==> src/rtl/wisc_pkg.sv <==
// Shared definitions for the flag/branch unit: flag bit positions, branch
// condition encodings and the run/halt state encoding.
package wisc_pkg;

  // Bit positions within the 3-bit flag vector.
  localparam int unsigned FlagN = 2;
  localparam int unsigned FlagZ = 1;
  localparam int unsigned FlagV = 0;

  // Branch condition codes.
  localparam logic [2:0] CondNe  = 3'b000;  // Z=0
  localparam logic [2:0] CondEq  = 3'b001;  // Z=1
  localparam logic [2:0] CondGt  = 3'b010;  // Z=0 & N=0
  localparam logic [2:0] CondLt  = 3'b011;  // N=1
  localparam logic [2:0] CondGe  = 3'b100;  // Z=1 | (Z=0 & N=0)
  localparam logic [2:0] CondLe  = 3'b101;  // N=1 | Z=1
  localparam logic [2:0] CondOvf = 3'b110;  // V=1
  localparam logic [2:0] CondAl  = 3'b111;  // always

  typedef enum logic {
    StRun    = 1'b0,
    StHalted = 1'b1
  } state_e;

endpackage

==> src/rtl/cond_eval.sv <==
// Combinational branch-condition evaluator.
// Ports:
//   cond_i  - 3-bit condition code
//   flags_i - flag vector {N, Z, V}
//   true_o  - condition holds for the given flags
module cond_eval
  import wisc_pkg::*;
(
  input  logic [2:0] cond_i,
  input  logic [2:0] flags_i,
  output logic       true_o
);

  logic n, z, v;

  assign n = flags_i[FlagN];
  assign z = flags_i[FlagZ];
  assign v = flags_i[FlagV];

  always_comb begin
    true_o = 1'b0;
    unique case (cond_i)
      CondNe:  true_o = ~z;
      CondEq:  true_o = z;
      CondGt:  true_o = ~z & ~n;
      CondLt:  true_o = n;
      CondGe:  true_o = z | (~z & ~n);
      CondLe:  true_o = n | z;
      CondOvf: true_o = v;
      CondAl:  true_o = 1'b1;
      default: true_o = 1'b0;
    endcase
  end

endmodule

==> src/rtl/flag_branch_unit.sv <==
// Flag register, branch resolution and PC register with a run/halt state.
// Optional macro FLAG_BYPASS_EN: when defined, conditions are evaluated on
// flags merged with the same-cycle flag writes; otherwise on flags_q only.
// Ports:
//   clk, rst             - clock, asynchronous active-high reset
//   flags_in, flags_en   - new flag values {N,Z,V} and per-bit write enables
//   is_branch, is_br_reg - branch instruction, register (BR) vs immediate (B)
//   cond, imm9           - condition code, signed word offset for B
//   reg_target           - BR target address
//   is_hlt, stall        - halt instruction, hold PC and state this cycle
//   pc_out, pc_plus2     - current PC and PC+2
//   taken, halt, flags_q - branch taken (comb), halted state, flag register
module flag_branch_unit
  import wisc_pkg::*;
(
  input  logic        clk,
  input  logic        rst,
  input  logic [2:0]  flags_in,
  input  logic [2:0]  flags_en,
  input  logic        is_branch,
  input  logic        is_br_reg,
  input  logic [2:0]  cond,
  input  logic [8:0]  imm9,
  input  logic [15:0] reg_target,
  input  logic        is_hlt,
  input  logic        stall,
  output logic [15:0] pc_out,
  output logic [15:0] pc_plus2,
  output logic        taken,
  output logic        halt,
  output logic [2:0]  flags_q
);

  state_e      state_q, state_d;
  logic [15:0] pc_q, pc_d;
  logic [2:0]  flags_d;
  logic [2:0]  flags_eval;
  logic        cond_true;
  logic        run;
  logic [15:0] target;

  assign run = (state_q == StRun);

`ifdef FLAG_BYPASS_EN
  assign flags_eval = (flags_in & flags_en) | (flags_q & ~flags_en);
`else
  assign flags_eval = flags_q;
`endif

  cond_eval u_cond_eval (
    .cond_i  (cond),
    .flags_i (flags_eval),
    .true_o  (cond_true)
  );

  assign pc_plus2 = pc_q + 16'd2;
  assign taken    = is_branch & cond_true & run & ~is_hlt;
  // Sign-extended word offset scaled to bytes; arithmetic wraps at 16 bits.
  assign target   = is_br_reg ? reg_target
                              : pc_plus2 + {{6{imm9[8]}}, imm9, 1'b0};

  always_comb begin
    pc_d    = pc_q;
    flags_d = flags_q;
    state_d = state_q;
    if (run && !stall) begin
      flags_d = (flags_in & flags_en) | (flags_q & ~flags_en);
      if (is_hlt) begin
        state_d = StHalted;
      end else if (taken) begin
        pc_d = target;
      end else begin
        pc_d = pc_plus2;
      end
    end
  end

  always_ff @(posedge clk or posedge rst) begin
    if (rst) begin
      pc_q    <= 16'h0000;
      flags_q <= 3'b000;
      state_q <= StRun;
    end else begin
      pc_q    <= pc_d;
      flags_q <= flags_d;
      state_q <= state_d;
    end
  end

  assign pc_out = pc_q;
  assign halt   = (state_q == StHalted);

endmodule

==> config.mk <==
export PLATFORM = sky130hd
export DESIGN_NAME = flag_branch_unit
export DESIGN_NICKNAME = d
export VERILOG_FILES = /design/src/rtl/wisc_pkg.sv /design/src/rtl/cond_eval.sv /design/src/rtl/flag_branch_unit.sv
export SDC_FILE = /design/constraint.sdc
export NUM_CORES = 1
export LEC_CHECK = 0
export ABC_AREA = 1
export CORE_MARGIN = 4
export CORE_UTILIZATION = 51
export CTS_CLUSTER_DIAMETER = 80
export DETAILED_ROUTE_END_ITERATION = 8
export HOLD_SLACK_MARGIN = 0.15
export PLACE_DENSITY = 0.95
export SLEW_MARGIN = 0
export SYNTH_ARGS = -nofsm -noshare
export SYNTH_HDL_FRONTEND = slang
export SYNTH_SLANG_ARGS = --single-unit
==> constraint.sdc <==
create_clock -name clk -period 5.3 [get_ports clk]
set_input_delay 1.06 -clock clk [delete_from_list [all_inputs] [get_ports clk]]
set_output_delay 1.06 -clock clk [all_outputs]
set_load 0.1 [all_outputs]
-- Word level (Yosys, flattened, before mapping)
Index checks and enable logic that the tools add are counted.
- $add $sub $neg: 2
- equality and inequality tests: 7
- multiplexer cells: 3
- bitwise logic cells: 14
- reduce and logical (&&, ||, !) cells: 5
- operators with widths (cell ; number):
    16-bit two-way mux ; 2
    16-bit adder ; 1
    16-bit by 2-bit adder with 16-bit output (second input constant) ; 1
    3-bit equality test (second input constant) ; 4
    1-bit one-hot mux with 8 select lines ; 1
    3-bit AND ; 2
    3-bit by 2-bit equality test with 1-bit output (second input constant) ; 2
    1-bit AND ; 4
    1-bit NOT ; 4
    2-bit AND reduction ; 2
    3-bit by 1-bit equality test with 1-bit output (second input constant) ; 1
    3-bit zero test ; 1
    3-bit NOT ; 1
    3-bit bitwise OR ; 1
    1-bit bitwise OR ; 2
    1-bit logical AND ; 1
    1-bit zero test ; 1
- bits in registers: 20
- input bits: 40
- output and inout bits: 37
- word-level logic and storage cells: 34

-- Depth between registers and ports, before layout
Gate-level depths: netlist (run 1).
- depth in word-level cells: 8
- mapped depth: 20
- mapped depth without buffers: 20

-- Hierarchy
A second synthesis (run 1) with hierarchy kept.
- cell total of the unflattened synthesis: 359
- area, all modules: 2274.7 um^2
- by module, submodules not included (module ; instances ; cells each ; area each (um^2) ; seq. area each (um^2)):
    flag_branch_unit ; 1 ; 340 ; 2198.4 ; 500.5
    cond_eval ; 1 ; 19 ; 76.3 ; 0.0

-- Worst setup path before layout (run 1)
No wires, ideal clock.
- kind: register -> register
- start point: register pc_q[1], in the netlist pc_out[1]
- end point: register pc_q[14], in the netlist pc_out[14]
- library setup time: 0.120 ns
- arrival: 4.668 ns
- data required time: 5.180 ns
- slack: 0.512 ns
- cell stages (with the launch flop): 16
- path buffers: 0
- period minus slack after synthesis: 4.788 ns
- cell sequence: dfrtp_1 > inv_2 > nor3_4 > nand2_2 > xor2_1 > ha_1 > nand2_1 > inv_1 > a21oi_1 > nor2_1 > nor2_1 > nand3_1 > nand3_1 > nand2_1 > nand2_1 > nand2_1
- cells in the longest elaborated chain, start to end: 4
- RTL lines (element ; RTL line ; text):
    from (decl) ; flag_branch_unit.sv:35 ; logic [15:0] pc_q, pc_d;
    from (signal assigned) ; flag_branch_unit.sv:84 ; pc_q <= pc_d;
    16-bit by 2-bit adder with 16-bit output ; flag_branch_unit.sv:56 ; assign pc_plus2 = pc_q + 16'd2;
    net pc_plus2[1] ; flag_branch_unit.sv:28 ; output logic [15:0] pc_plus2,
    16-bit adder ; flag_branch_unit.sv:60 ; : pc_plus2 + {{6{imm9[8]}}, imm9, 1'b0};
    16-bit two-way mux ; flag_branch_unit.sv:59 ; assign target = is_br_reg ? reg_target
    16-bit two-way mux ; flag_branch_unit.sv:70 ; end else if (taken) begin
The timed path passes the listed nets, and every way through them passes these cells.
A chain may end at the register's enable or synchronous reset.

-- Worst setup path after layout (run 1)
- start point: register pc_q[1], in the netlist pc_out[1]
- end point: output port pc_plus2[9]
- cells in the longest elaborated chain, start to end: 1
- RTL lines (element ; RTL line):
    16-bit by 2-bit adder with 16-bit output ; flag_branch_unit.sv:56
    to (decl) ; flag_branch_unit.sv:28
Every way passes these cells.

==> results of run 1 <==
## cell type report
| cell class | instances | area, µm² |
|---|---|---|
| fillers | 368 | 1240 |
| flip-flops and latches | 20 | 500 |
| multi-input cells | 292 | 1560 |
| clock buffers | 3 | 41.3 |
| inverters | 57 | 214 |
| repair buffers | 76 | 758 |
| well taps | 52 | 65.1 |
## cells by family (layout without fill, tap and decap cells)
family	count (synthesis)	in the layout	share of synthesized area, %
and+or+nand+nor	189	189	35.4
adders and majority gates	19	19	10.5
buffers and inverters	65	136	11.5
xor gates and xnor gates	12	12	4.51
DFF	20	20	21.5
AOI/OAI and AO/OA	72	72	16.7
## metrics by stage
stage | worst slack, ps | instances
after floorplan | 512 | 377
after global placement | 1520 | 497
after detailed placement | 1470 | 497
after CTS | 1300 | 500
after global routing | 1130 | 500
final | 1310 | 500
## worst min-delay path by stage
stage / startpoint / cells past startpoint / end / slack (ps)
floorplan: halt$_DFFE_PP0P_ / 2 / halt$_DFFE_PP0P_ / 990
global placement: pc_out[14]$_DFFE_PP0P_ / 2 / pc_out[14]$_DFFE_PP0P_ / 540
detailed placement: pc_out[9]$_DFFE_PP0P_ / 2 / pc_out[9]$_DFFE_PP0P_ / 550
CTS: pc_out[9]$_DFFE_PP0P_ / 2 / pc_out[9]$_DFFE_PP0P_ / 570
global route: pc_out[14]$_DFFE_PP0P_ / 2 / pc_out[14]$_DFFE_PP0P_ / 600
finish: pc_out[9]$_DFFE_PP0P_ / 2 / pc_out[9]$_DFFE_PP0P_ / 570
## cells in the final DEF, fill, tap and decap left out, types with 2 or more instances in the layout
| cell type | Yosys | layout |
|---|---|---|
| a21o_1 | 3 | 3 |
| nor3_4 | 2 | 2 |
| clkbuf_8 | 0 | 3 |
| nand2_1 | 102 | 102 |
| nor2_1 | 46 | 46 |
| clkdlybuf4s50_1 | 0 | 75 |
| a21oi_1 | 35 | 35 |
| o21ai_1 | 15 | 15 |
| or2_1 | 2 | 2 |
| ha_1 | 18 | 18 |
| xor2_1 | 11 | 11 |
| inv_1 | 51 | 51 |
| dfrtp_1 | 20 | 20 |
| nor2_2 | 3 | 3 |
| nand3_1 | 24 | 24 |
| inv_2 | 6 | 6 |
| o21ai_0 | 10 | 10 |
| nand2_2 | 4 | 4 |
| a31oi_1 | 4 | 4 |
## layer usage
layer	vias up	GRT usage [%]
li1	1349	-
met3	19	2.51
met2	135	43.0
met4	0	6.60
met5	-	0
met1	1219	31.1
## critical path, stage by stage (launching register included)
cell and delay (ps):
dfrtp_1 400, ha_1 200, nand2_2 100, nor3_4 220, nand2_2 110, nor2_4 110
nor2_1 40, or2_1 230, inv_1 120, clkdlybuf4s50_1 1150
==> results.yml, run 1 <==
synth:
  yosysWarnings: 0
  yosysSeqAreaShare_pct: 21.5
  synth_edf_count: 0
  synth_commonest_cells: "nand2_1 (102), inv_1 (51), nor2_1 (46)"
  ys_types: 34
  syn_nets: 436
  synth_top_cell_by_area: "dfrtp_1"
  yosys_most_used_dff: "dfrtp_1"
  ys_ff_latch: 20
  syn_area_um2: 2330
  synth_top_area_share_pct: 21.5
  syn_inst: 377
  synthArstFlopShare_pct: 100
  synth_area_leaders: "dfrtp_1 (21%), nand2_1 (16%), ha_1 (9.7%)"
  synth_most_common_cell: "nand2_1"
  syn_area_per_cell_um2: 6.19
sta:
  worst_pin_slew_ps: 997
  rsz0062_at_grt: "false"
  final.setup_skew_ps: 2.54
  setup-tns-final_ps: 0
  fmax_ghz: 0.251
  hold_viol_final: 0
  timing.final.crit_share_pct: 75.3
  holdWs_ps: 569
  slew_violations: 0
  min_period_ps: 3990
  setup_viol: 0
  slew_headroom_pct: 33.4
worst_setup_path:
  crit_type: "flop to output port"
  critical_path_required_ps: 4240
  reg2reg_depth: 18
  cp.arrival_ps: 2930
  reg2reg_from: "pc_out[1]$_DFFE_PP0P_"
  cp_max_fo: 4
  critPathCaptureType: "output port"
  cp-endpoint: "pc_plus2[9]"
  r2r_setup_slack_ps: 2510
  crit_start: "pc_out[1]$_DFFE_PP0P_"
  crit_path_start_kind: "flop"
  r2r_end: "pc_out[14]$_DFFE_PP0P_"
die:
  row_count: 24
  start_util_pct: 53.2
  io_pins: 77
  die_area_um2: 5720
  die_w_um: 75.6
  coreArea_um2: 4380
  die_y_um: 75.6
cts:
  htree_levels: 1
  numCtsBuffers: 3
  cts_post_setup_buffers_inserted: 0
  cts_root_buffer: "clkbuf_8"
  cts.sinks: 20
  clk_path_buf_depth: 2
  cts_hold_buf: 0
  clkLatencyLatePin_ps: 250
  cts_tree: "built"
  cts.clk_slew.worst_paths_ps: 60
  cts_resized: 0
cells_and_area:
  finish.utilization_pct: 71.7
  syn2layout_area_growth_pct: 34.8
  antenna_cells: 0
  final_nets: 509
  layout-drive-gt1-share_pct: 5.58
  final_area_um2: 3140
drt:
  wire_per_inst_um: 13.3
  wl_met3_um: 582
  drt-vias-per-instance: 5.44
  dr.max_layer_used: "met4"
  dr.pass1.iters: 5
  vias: 2722
  drt-total-wl_mm: 6.63
  drc: 0
  antenna_left: 0
  drt_iter0_drc: 227
  dr_wl_met2_mm: 3.24
  drt-met1-wl_mm: 2.68
place:
  placed_area_um2: 3100
  hpwl_mm: 5.58
  gp_congestion: 0.960
  port_buffers: 76
global_routing:
  grt_pass1_vias: 2496
  grt_max_degree: 26
  grtUsageTotal_pct: 24.2
  grt_overflow: 0
  grt_first_pass_wirelength_mm: 10.8
  antenna_found_initial: 0
run:
  max_cap_viol_count: 0
min_path:
  hp-class: "flop to flop"
run_status:
  status: "finished, final reports clean"
Power of run 1 is left out: the tool's default activity adds up to more than one toggle a clock period on the data nets, which glitch-free logic cannot reach.
==> inputs of run 2 (changes only) <==
Settings changed: CORE_UTILIZATION 51 to 42, PLACE_DENSITY 0.95 to 0.88.
Clock period 5.3 ns to 3.5 ns, I/O delays scaled along.
==> results.yml, run 2 (synthesis results as in run 1) <==
run_status:
  status: "finished, final reports clean"
global_routing:
  grt_first_pass_wirelength_mm: 11.3
  grt_pass1_vias: 2576
  grt_max_degree: 25
  grt_overflow: 0
  grtUsageTotal_pct: 21.2
  antenna_found_initial: 0
worst_setup_path:
  critical_path_required_ps: 2800
  cp_max_fo: 4
  critPathCaptureType: "output port"
  slowest_stage: "dfrtp_4"
  cp_top_family: "simple AND/OR/NAND/NOR gates"
  slowest_delay_ps: 440
  crit_path_start_kind: "flop"
  crit_type: "flop to output port"
  path_cells: "ha_1, nand2_2, nor3_4, nand2_2, nor2_1, nand2_1, xor2_1, clkinvlp_4, buf_4"
  path_buf_inv: 2
  cp.arrival_ps: 2230
  cp_common_cell: "nand2_2"
die:
  io_pins: 77
  die_y_um: 82.5
  coreArea_um2: 5240
  die_w_um: 82.5
  start_util_pct: 44.5
  row_count: 26
  die_area_um2: 6810
drt:
  drt-total-wl_mm: 6.90
  vias: 2646
  drt_iter0_drc: 146
  drc: 0
  drt-vias-per-instance: 5.07
  dr.pass1.iters: 4
  antenna_left: 0
  wire_per_inst_um: 13.2
sta:
  fmax_ghz: 0.341
  slew_headroom_pct: 33.2
  worst_pin_slew_ps: 998
  setup_viol: 0
  min_period_ps: 2930
  timing.final.crit_share_pct: 83.9
  hold_viol_final: 0
  rsz0062_at_grt: "false"
  slew_violations: 0
  final.setup_skew_ps: 6.15
cells_and_area:
  final_nets: 512
  fillCellCount: 464
  multi_input_area_um2: 1590
  seqCellArea_um2: 514
  final_area_um2: 3190
  final_cell_mix: "nand2_1 (102), inv_1 (48), clkdlybuf4s50_1 (48)"
  layout_commonest_cell: "nand2_1"
  syn2layout_area_growth_pct: 36.6
  layout-drive-gt1-share_pct: 14.8
  antenna_cells: 0
cts:
  cts_post_setup_buffers_inserted: 0
  cts.sinks: 20
  cts_resized: 0
  cts_tree: "built"
  cts.clk_slew.worst_paths_ps: 70
  htree_levels: 1
  cts_root_buffer: "clkbuf_8"
  clkLatencyLatePin_ps: 260
  clk_path_buf_depth: 2
  numCtsBuffers: 3
  cts_hold_buf: 0
run:
  max_cap_viol_count: 0
min_path:
  hp-class: "flop to flop"
place:
  hpwl_mm: 5.71
  port_buffers: 76
  placed_area_um2: 3140
  gp_congestion: 0.963
run 2: changes by cell type in the layout (fill, tap and decap cells not counted), sizes merged:
| cell | previous run | this run |
|---|---|---|
| clkdlybuf4s50 | 75 | 48 |
| inv | 57 | 54 |
| clkbuf | 3 | 4 |
| clkinvlp | 0 | 3 |
| buf | 1 | 31 |
run 2: worst reg2reg max path: stages (launching register included):
cell and delay, ps:
dfrtp_4 440, ha_1 190, nand2_2 100, nor3_4 220, nand2_2 110, nor2_1 120, nand2_1 70, xor2_1 270
clkinvlp_4 180, ha_1 350, a21o_1 180, a31oi_1 200, nand2_1 80, nand2_1 60, nand3_1 80, nand2_1 100
a21oi_1 60
run 2: through the flow:
| step | setup WS (ps) | cells | setup TNS [ps] | utilization, % | hold slack, ps |
|---|---|---|---|---|---|
| after global routing | 265 | 522 | 0 | 60.8 | 614 |
| after floorplan | -49.2 | 377 | -49.2 | - | 664 |
| after CTS | 563 | 522 | 0 | 60.8 | 583 |
| after global placement | 623 | 518 | 0 | 60.0 | 554 |
| after detailed placement | 581 | 518 | 0 | 60.0 | 563 |
| final | 565 | 522 | 0 | 60.8 | 578 |
run 2: per-layer routing:
layer,part of all wire (%),global-route usage [%],vias up
met4,1.2,5.39,0
met5,0,0,-
met1,44,27.9,1177
met3,7.6,2.82,8
met2,48,36.4,102
li1,-,-,1359
run 2: worst paths after layout:
kind | slack (ps) | start | depth (start not counted) | endpoint
min in group asynchronous | 880 | rst | 2 | pc_out[11]$_DFFE_PP0P_
worst max-delay path | 570 | pc_out[1]$_DFFE_PP0P_ | 9 | pc_plus2[11]
max in group asynchronous | 2040 | rst | 2 | pc_out[1]$_DFFE_PP0P_
worst min-delay path | 580 | halt$_DFFE_PP0P_ | 2 | halt$_DFFE_PP0P_
worst max register to register | 570 | pc_out[1]$_DFFE_PP0P_ | 16 | pc_out[12]$_DFFE_PP0P_
worst min register to register | 580 | halt$_DFFE_PP0P_ | 2 | halt$_DFFE_PP0P_
run 2: cell type report:
| class | instances | share of cell area [%] |
|---|---|---|
| well taps | 70 | 2.75 |
| inverters | 57 | 7.15 |
| multi-input cells | 292 | 49.8 |
| flip-flops and latches | 20 | 16.1 |
| clock buffers | 4 | 1.41 |
| repair buffers | 79 | 22.8 |
Power of run 2 is left out for the same reason.
==> inputs of run 3 (changes only) <==
Settings changed: CORE_UTILIZATION 42 to 47, PLACE_DENSITY 0.88 to 0.93.
Clock period 3.5 ns to 3 ns, I/O delays scaled along.
==> results.yml, run 3 (synthesis results as in run 1) <==
run_status:
  status: "finished, final reports clean"
drt:
  drc: 0
  drt-vias-per-instance: 5.33
  wire_per_inst_um: 14.1
  drt_iter0_drc: 213
  drt-total-wl_mm: 7.39
  vias: 2788
  dr.pass1.iters: 5
  antenna_left: 0
global_routing:
  grt_first_pass_wirelength_mm: 12.3
  grt_pass1_vias: 2695
  grt_max_degree: 25
  antenna_found_initial: 0
  grtUsageTotal_pct: 24.6
  grt_overflow: 0
min_path:
  hp-class: "flop to flop"
  min_from: "pc_out[11]$_DFFE_PP0P_"
sta:
  worst_slack_ps: 129
  min_period_ps: 2870
  worst_pin_slew_ps: 797
  final.setup_skew_ps: 2.33
  slew_headroom_pct: 46.8
  slew_violations: 0
  timing.final.crit_share_pct: 95.7
  fmax_ghz: 0.348
  hold_viol_final: 0
  setup_viol: 0
worst_setup_path:
  slowest_delay_ps: 470
  cp_max_fo: 4
  cp.arrival_ps: 2270
  crit_path_start_kind: "flop"
  cp_common_cell: "nand2_2"
  reg2reg_from: "pc_out[1]$_DFFE_PP0P_"
  slowest_stage: "dfrtp_4"
  crit_start: "pc_out[1]$_DFFE_PP0P_"
  path_cells: "ha_4, nand2_4, nor3_4, nand2_2, nor2_2, nand2_2, xor2_2, clkinvlp_4, buf_4, buf_12"
  crit_type: "flop to output port"
  critPathCaptureType: "output port"
  path_buf_inv: 3
  cp_top_family: "simple AND/OR/NAND/NOR gates"
  critical_path_required_ps: 2400
cts:
  cts_hold_buf: 0
  clk_path_buf_depth: 2
  numCtsBuffers: 3
  cts.sinks: 20
  cts_tree: "built"
  clkLatencyLatePin_ps: 260
  cts.clk_slew.worst_paths_ps: 80
  cts_root_buffer: "clkbuf_8"
  htree_levels: 1
cells_and_area:
  final_cell_mix: "nand2_1 (98), inv_1 (47), nor2_1 (41)"
  final_nets: 516
  layout-drive-gt1-share_pct: 23.7
  seqCellArea_um2: 531
  fillCellCount: 383
  layout_commonest_cell: "nand2_1"
  multi_input_area_um2: 1730
  finish.utilization_pct: 71.5
  antenna_cells: 0
  syn2layout_area_growth_pct: 45.8
die:
  die_w_um: 78.4
  die_y_um: 78.4
  io_pins: 77
  coreArea_um2: 4750
  die_area_um2: 6150
  row_count: 25
  start_util_pct: 49.1
place:
  hpwl_mm: 5.90
  port_buffers: 76
  preCtsSetupSlack_ps: 140
  gp_congestion: 0.877
run:
  max_cap_viol_count: 0
run 3: cell types whose count changed in the layout (fill, tap and decap cells not counted), moves of 5 or more:
cell / change
clkdlybuf4s50_1: -9
buf_4: +10
dfrtp_1: -5
ha_4: +6
ha_1: -6
run 3: area by class of cell:
class | count | share of cell area (%)
multi-input cells | 292 | 50.8
well taps | 67 | 2.47
flip-flops and latches | 20 | 15.6
inverters | 57 | 6.88
repair buffers | 83 | 22.7
clock buffers | 4 | 1.62
run 3: stage by stage:
step           area, µm²  TNS [ps]  instances  hold WS (ps)
6_report            3400         0        523           576
2_1_floorplan       2520     -2080        377           564
3_3_place_gp        3300         0        516           525
5_1_grt             3400      -102        523           605
4_1_cts             3350         0        520           574
3_5_place_dp        3300         0        516           542
run 3: final timing paths:
| kind | slack (ps) | endpoint | cells past startpoint |
|---|---|---|---|
| max | 130 | pc_plus2[11] | 10 |
| min | 580 | pc_out[11]$_DFFE_PP0P_ | 2 |
| max reg2reg | 130 | pc_out[13]$_DFFE_PP0P_ | 17 |
| min reg2reg | 580 | pc_out[11]$_DFFE_PP0P_ | 2 |
| max in group asynchronous | 1640 | pc_out[6]$_DFFE_PP0P_ | 2 |
| min in group asynchronous | 780 | pc_out[14]$_DFFE_PP0P_ | 2 |
run 3: repair_timing:
action | in CTS | in global routing
setup buffers | 0 | 3
endpoints found under the setup margin | 0 | 3
endpoints found under the hold margin | 0 | 0
resized for setup | 0 | 9
run 3: metal layers:
metal | wire, µm | GRT usage (%) | vias up
li1 | - | - | 1367
met1 | 3090 | 31.6 | 1288
met2 | 3580 | 42.4 | 118
met3 | 592 | 4.24 | 15
met4 | 127 | 6.64 | 0
met5 | 0 | 0 | -
run 3: worst min-delay path, cell delays in order, from the launching register on:
cell and delay (ps):
dfrtp_2 420, nand2_1 60, nand2_1 60
Power of run 3 is left out for the same reason.
==> patch 1, RTL diff (config.mk and constraints of run 2) <==
The option `FLAG_BYPASS_EN` is turned on by a define.
--- a/src/rtl/flag_branch_unit.sv
+++ b/src/rtl/flag_branch_unit.sv
@@ -10,6 +10,8 @@
 //   is_hlt, stall        - halt instruction, hold PC and state this cycle
 //   pc_out, pc_plus2     - current PC and PC+2
 //   taken, halt, flags_q - branch taken (comb), halted state, flag register
+`define FLAG_BYPASS_EN
+
 module flag_branch_unit
   import wisc_pkg::*;
 (
Check against the original RTL: not equivalent (Yosys sat finds a counterexample within 4 cycles, from zero or initial values and one cycle with rst high).
==> patch 1 against run 2 <==
- critical path depth is 1 lower
- worst setup slack lost 0.0020 ns
- wire length is 6.7% higher
- first-iteration DRC count up 52%
- clock skew is 0.0043 ns higher
- core utilization fell by 1.7 points
- area after synthesis up 4.3%
- sequential cell count is the same
- cell count rose by 4.4%
- cell area up 3.5%
Power is left out: it rests on default switching activity, and per cell area and clock period it moved more than threefold.
==> patch 1: results (changes against run 2) <==
metric;value;unit;change
worstMarginPinSlew;0.982;ns;-0.0163 ns
firstDrtPassIters;4;;unchanged
wl;7360;µm;+6.7%
grt_pass1_vias;2700;;+4.8%
stdcell_count;545;;+4.4%
rr_worst_depth;16;;unchanged
vias;2806;;+6.0%
clock_skew;0.0105;ns;+0.00433 ns
synth_top_cells_by_count;nand2_1, inv_1, nor2_1;;
drive_gt1_share;13.5;%;-1.3 points
h-tree-depth;1;;unchanged
clock_path_buffers;2;;unchanged
status;finished clean;;
drt_iter0_drc;222;;+52%
place_hpwl;5980;µm;+4.8%
async_reset_ff_share;100;%;unchanged
gp_congestion;0.927;;-3.7%
cts_made_buffers;3;;unchanged
hold_depth;2;;unchanged
path_clk_slew;0.09;ns;+0.02 ns
fill_cells;521;;+12%
arrival;2.24;ns;
grtUsageTotal;20.8;%;-0.39 points
io_buffers;76;;unchanged
clk_latency;0.28;ns;+0.02 ns
reg2reg_from;pc_out[1];;
crit_slowest_cell;clkdlybuf4s50_1;;
worstSetupStartpoint;cond[1];;
synth-main-ff-cell;dfrtp_1;;
cp_max_fo;9;;+5
antenna_found_initial;0;;unchanged
seq_area_frac_synth;20.6;%;-0.88 points
syn-num-nets;457;;+4.8%
dpl_cell_area;0.00323;mm²;+2.7%
postCtsResizedCells;0;;unchanged
hp-class;flop to flop;;
syn_area_per_cell;6.11;µm²;-1.2%
yosysUniqueCellTypes;37;;+8.8%
dp_cells;541;;+4.4%
grt_max_degree;24;;-4.0%
grt_pass1_wl;12400;µm;+9.0%
largest_register_ffs;16;;
root_buffer;clkbuf_8;;
diodes;0;;unchanged
layout.nets;533;;+4.1%
synthTopCellsByArea;dfrtp_1, nand2_1, ha_1;;
cts_hold_buf;0;;unchanged
ys_warn_count;0;;unchanged
cts_setup_buffers;0;;unchanged
cpPeakStageDelay;0.46;ns;+0.02 ns
hold_start;halt;;
patch 1: worst paths after layout:
check / slack (ns) / to
setup / recovery: 0.56 / taken
hold / removal: 0.53 / halt
setup reg to reg: 0.69 / pc_out[14]
hold reg to reg: 0.53 / halt
max in group asynchronous: 2.09 / pc_out[6]
min in group asynchronous: 0.87 / pc_out[7]
patch 1: kinds of logic after synthesis:
kind of cell	count (synthesis)	synth area share [%]
fa+ha+maj	19	10.1
compound gates	67	15.5
flops	20	20.6
xor+xnor	10	3.91
mux	1	0.412
simple gates	213	38.2
buf+inv	68	11.3
patch 1: cell type report:
cell class / instances / area, µm² / area share, %
tap: 72 / 90.1 / 2.73
timing repair buffer: 78 / 721 / 21.9
inverter: 61 / 229 / 6.94
multi-input combinational: 310 / 1680 / 50.9
sequential: 20 / 509 / 15.4
clock buffer: 3 / 41.3 / 1.25
clock inverter: 1 / 30.0 / 0.910
patch 1: stage by stage:
stage                     setup slack [ns]  utilization (%)
after floorplan                    -0.0120                -
after detailed placement             0.585             57.9
after global placement               0.659             57.9
after global routing                 0.416             59.2
after CTS                            0.586             59.2
final                                0.563             59.2
patch 1: critical path: cells and delay by family:
kind,cells,cell delay [ns]
buf+inv,2,0.68
compound gates,1,0.30
simple gates,5,0.55
patch 1: routing by layer:
metal	track usage [%]	vias to the layer above	wire [µm]
li1	-	1426	-
met1	25.9	1281	3210
met2	37.5	86	3670
met3	1.18	13	318
met4	7.75	0	161
met5	0	-	0
==> patch 2, RTL diff (flow settings as in run 2) <==
Without the edit above. `pc_q` no longer has a reset.
--- a/src/rtl/flag_branch_unit.sv
+++ b/src/rtl/flag_branch_unit.sv
@@ -77,14 +77,16 @@
 
   always_ff @(posedge clk or posedge rst) begin
     if (rst) begin
-      pc_q    <= 16'h0000;
       flags_q <= 3'b000;
       state_q <= StRun;
     end else begin
-      pc_q    <= pc_d;
       flags_q <= flags_d;
       state_q <= state_d;
     end
+  end
+
+  always_ff @(posedge clk) begin
+    pc_q <= pc_d;
   end
 
   assign pc_out = pc_q;
Check against the original RTL: not equivalent (a bounded check fails within 4 cycles, from zero or initial values and one cycle with rst high).
==> patch 2 against run 2 <==
- first-iteration DRC count increased by 17%
- maximum frequency increased by 1.6%
- die area decreased by 4.2%
- critical endpoint is now pc_out[10]
- sequential cell count unchanged
- worst setup slack improved by 0.046 ns
- via count decreased by 7.0%
- cell area increased by 5.0%
- wire length increased by 4.2%
- critical path depth increased by 3
- highest routed layer unchanged
- critical path type is now flop to flop
- sequential share of layout area increased by 1.2 points
- area after synthesis decreased by 4.7%
Power is left out: it rests on default switching activity, and per cell area and clock period it moved more than threefold.
==> patch 2: results (changes against run 2) <==
metric;value;unit;change
grt_max_degree;24;;-4.0%
synth-main-ff-cell;edfxtp_1;;
path_clk_slew;0.09;ns;+0.02 ns
synthTopCellsByArea;edfxtp_1, nand2_1, ha_1;;
dpl_cell_area;0.00327;mm²;+4.3%
async_reset_ff_share;20.0;%;-80 points
place_hpwl;5890;µm;+3.2%
synth_edf_count;16;;+16
post-route-util;65.5;%;+4.7 points
routedWlPerCell;15.3;µm;+15%
yosysUniqueCellTypes;36;;+5.9%
rr_worst_depth;12;;-4
grt_pass1_vias;2431;;-5.6%
firstDrtPassIters;5;;+1
syn-num-nets;384;;-12%
drive_gt1_share;20.4;%;+5.6 points
synth_top_cells_by_count;nand2_1, inv_1, nand3_1;;
stdcell_count;471;;-9.8%
r2r_slack;0.61;ns;+0.05 ns
worstMarginPinSlew;0.982;ns;-0.0161 ns
vias;2460;;-7.0%
arrival;2.91;ns;+0.68 ns
hold_depth;1;;-1
status;finished clean;;
layout.nets;461;;-10%
grt_pass1_wl;11300;µm;-0.36%
synthCells;325;;-14%
seq_area_frac_synth;26.1;%;+4.7 points
grtUsageTotal;22.4;%;+1.2 points
clock_skew;0.00921;ns;+0.00307 ns
gp_congestion;0.914;;-5.1%
## patch 2: cell count changes in the layout (fill, tap and decap cells not counted), sizes merged, moves of 7 or more
cell    change
nand2      -20
nor2       -19
a21oi      -17
dfrtp      -16
edfxtp     +16
inv        -13
o21ai      -11
nand3       +8
xnor2       +7
## patch 2: through the flow
stage               hold slack, ns  setup WS, ns
floorplan                    0.466        -0.194
global route                 0.541         0.449
CTS                          0.519         0.630
finish                       0.520         0.611
global placement             0.490         0.493
detailed placement           0.499         0.411
## patch 2: per-layer routing
metal	share of wire (%)	up-vias	wire [µm]	global-route usage, %
met5	0	-	0	0
met4	1.3	0	96	4.73
met3	5.4	12	386	3.44
met2	50	89	3570	41.5
met1	44	1136	3140	27.3
li1	-	1223	-	-
## patch 2: worst max-delay path, delay by kind of cell, from the launching register on
family,cells,cell delay (ns)
AO/OA/AOI/OAI,3,0.65
buffers and inverters,1,0.21
AND/OR/NAND/NOR,5,0.47
flip-flops,1,0.49
adder cells (fa/ha/maj),2,0.50
XOR/XNOR,1,0.31
## patch 2: kinds of logic (layout without fill, tap and decap cells)
| logic type | count (synthesis) | in the layout | synth area share, % |
|---|---|---|---|
| AO/OA/AOI/OAI | 47 | 47 | 12.3 |
| buffers and inverters | 55 | 131 | 9.96 |
| multiplexers | 2 | 2 | 0.900 |
| XOR/XNOR | 17 | 17 | 6.70 |
| flip-flops | 20 | 20 | 26.1 |
| adder cells (fa/ha/maj) | 19 | 19 | 11.0 |
| AND/OR/NAND/NOR | 165 | 165 | 33.0 |
## patch 2: area by class of cell
class	count	area share, %
inverter	48	5.98
clock inverter	1	0.898
multi-input combinational	250	50.4
timing repair buffer	79	21.5
clock buffer	3	1.23
sequential	20	17.4
tap	70	2.62
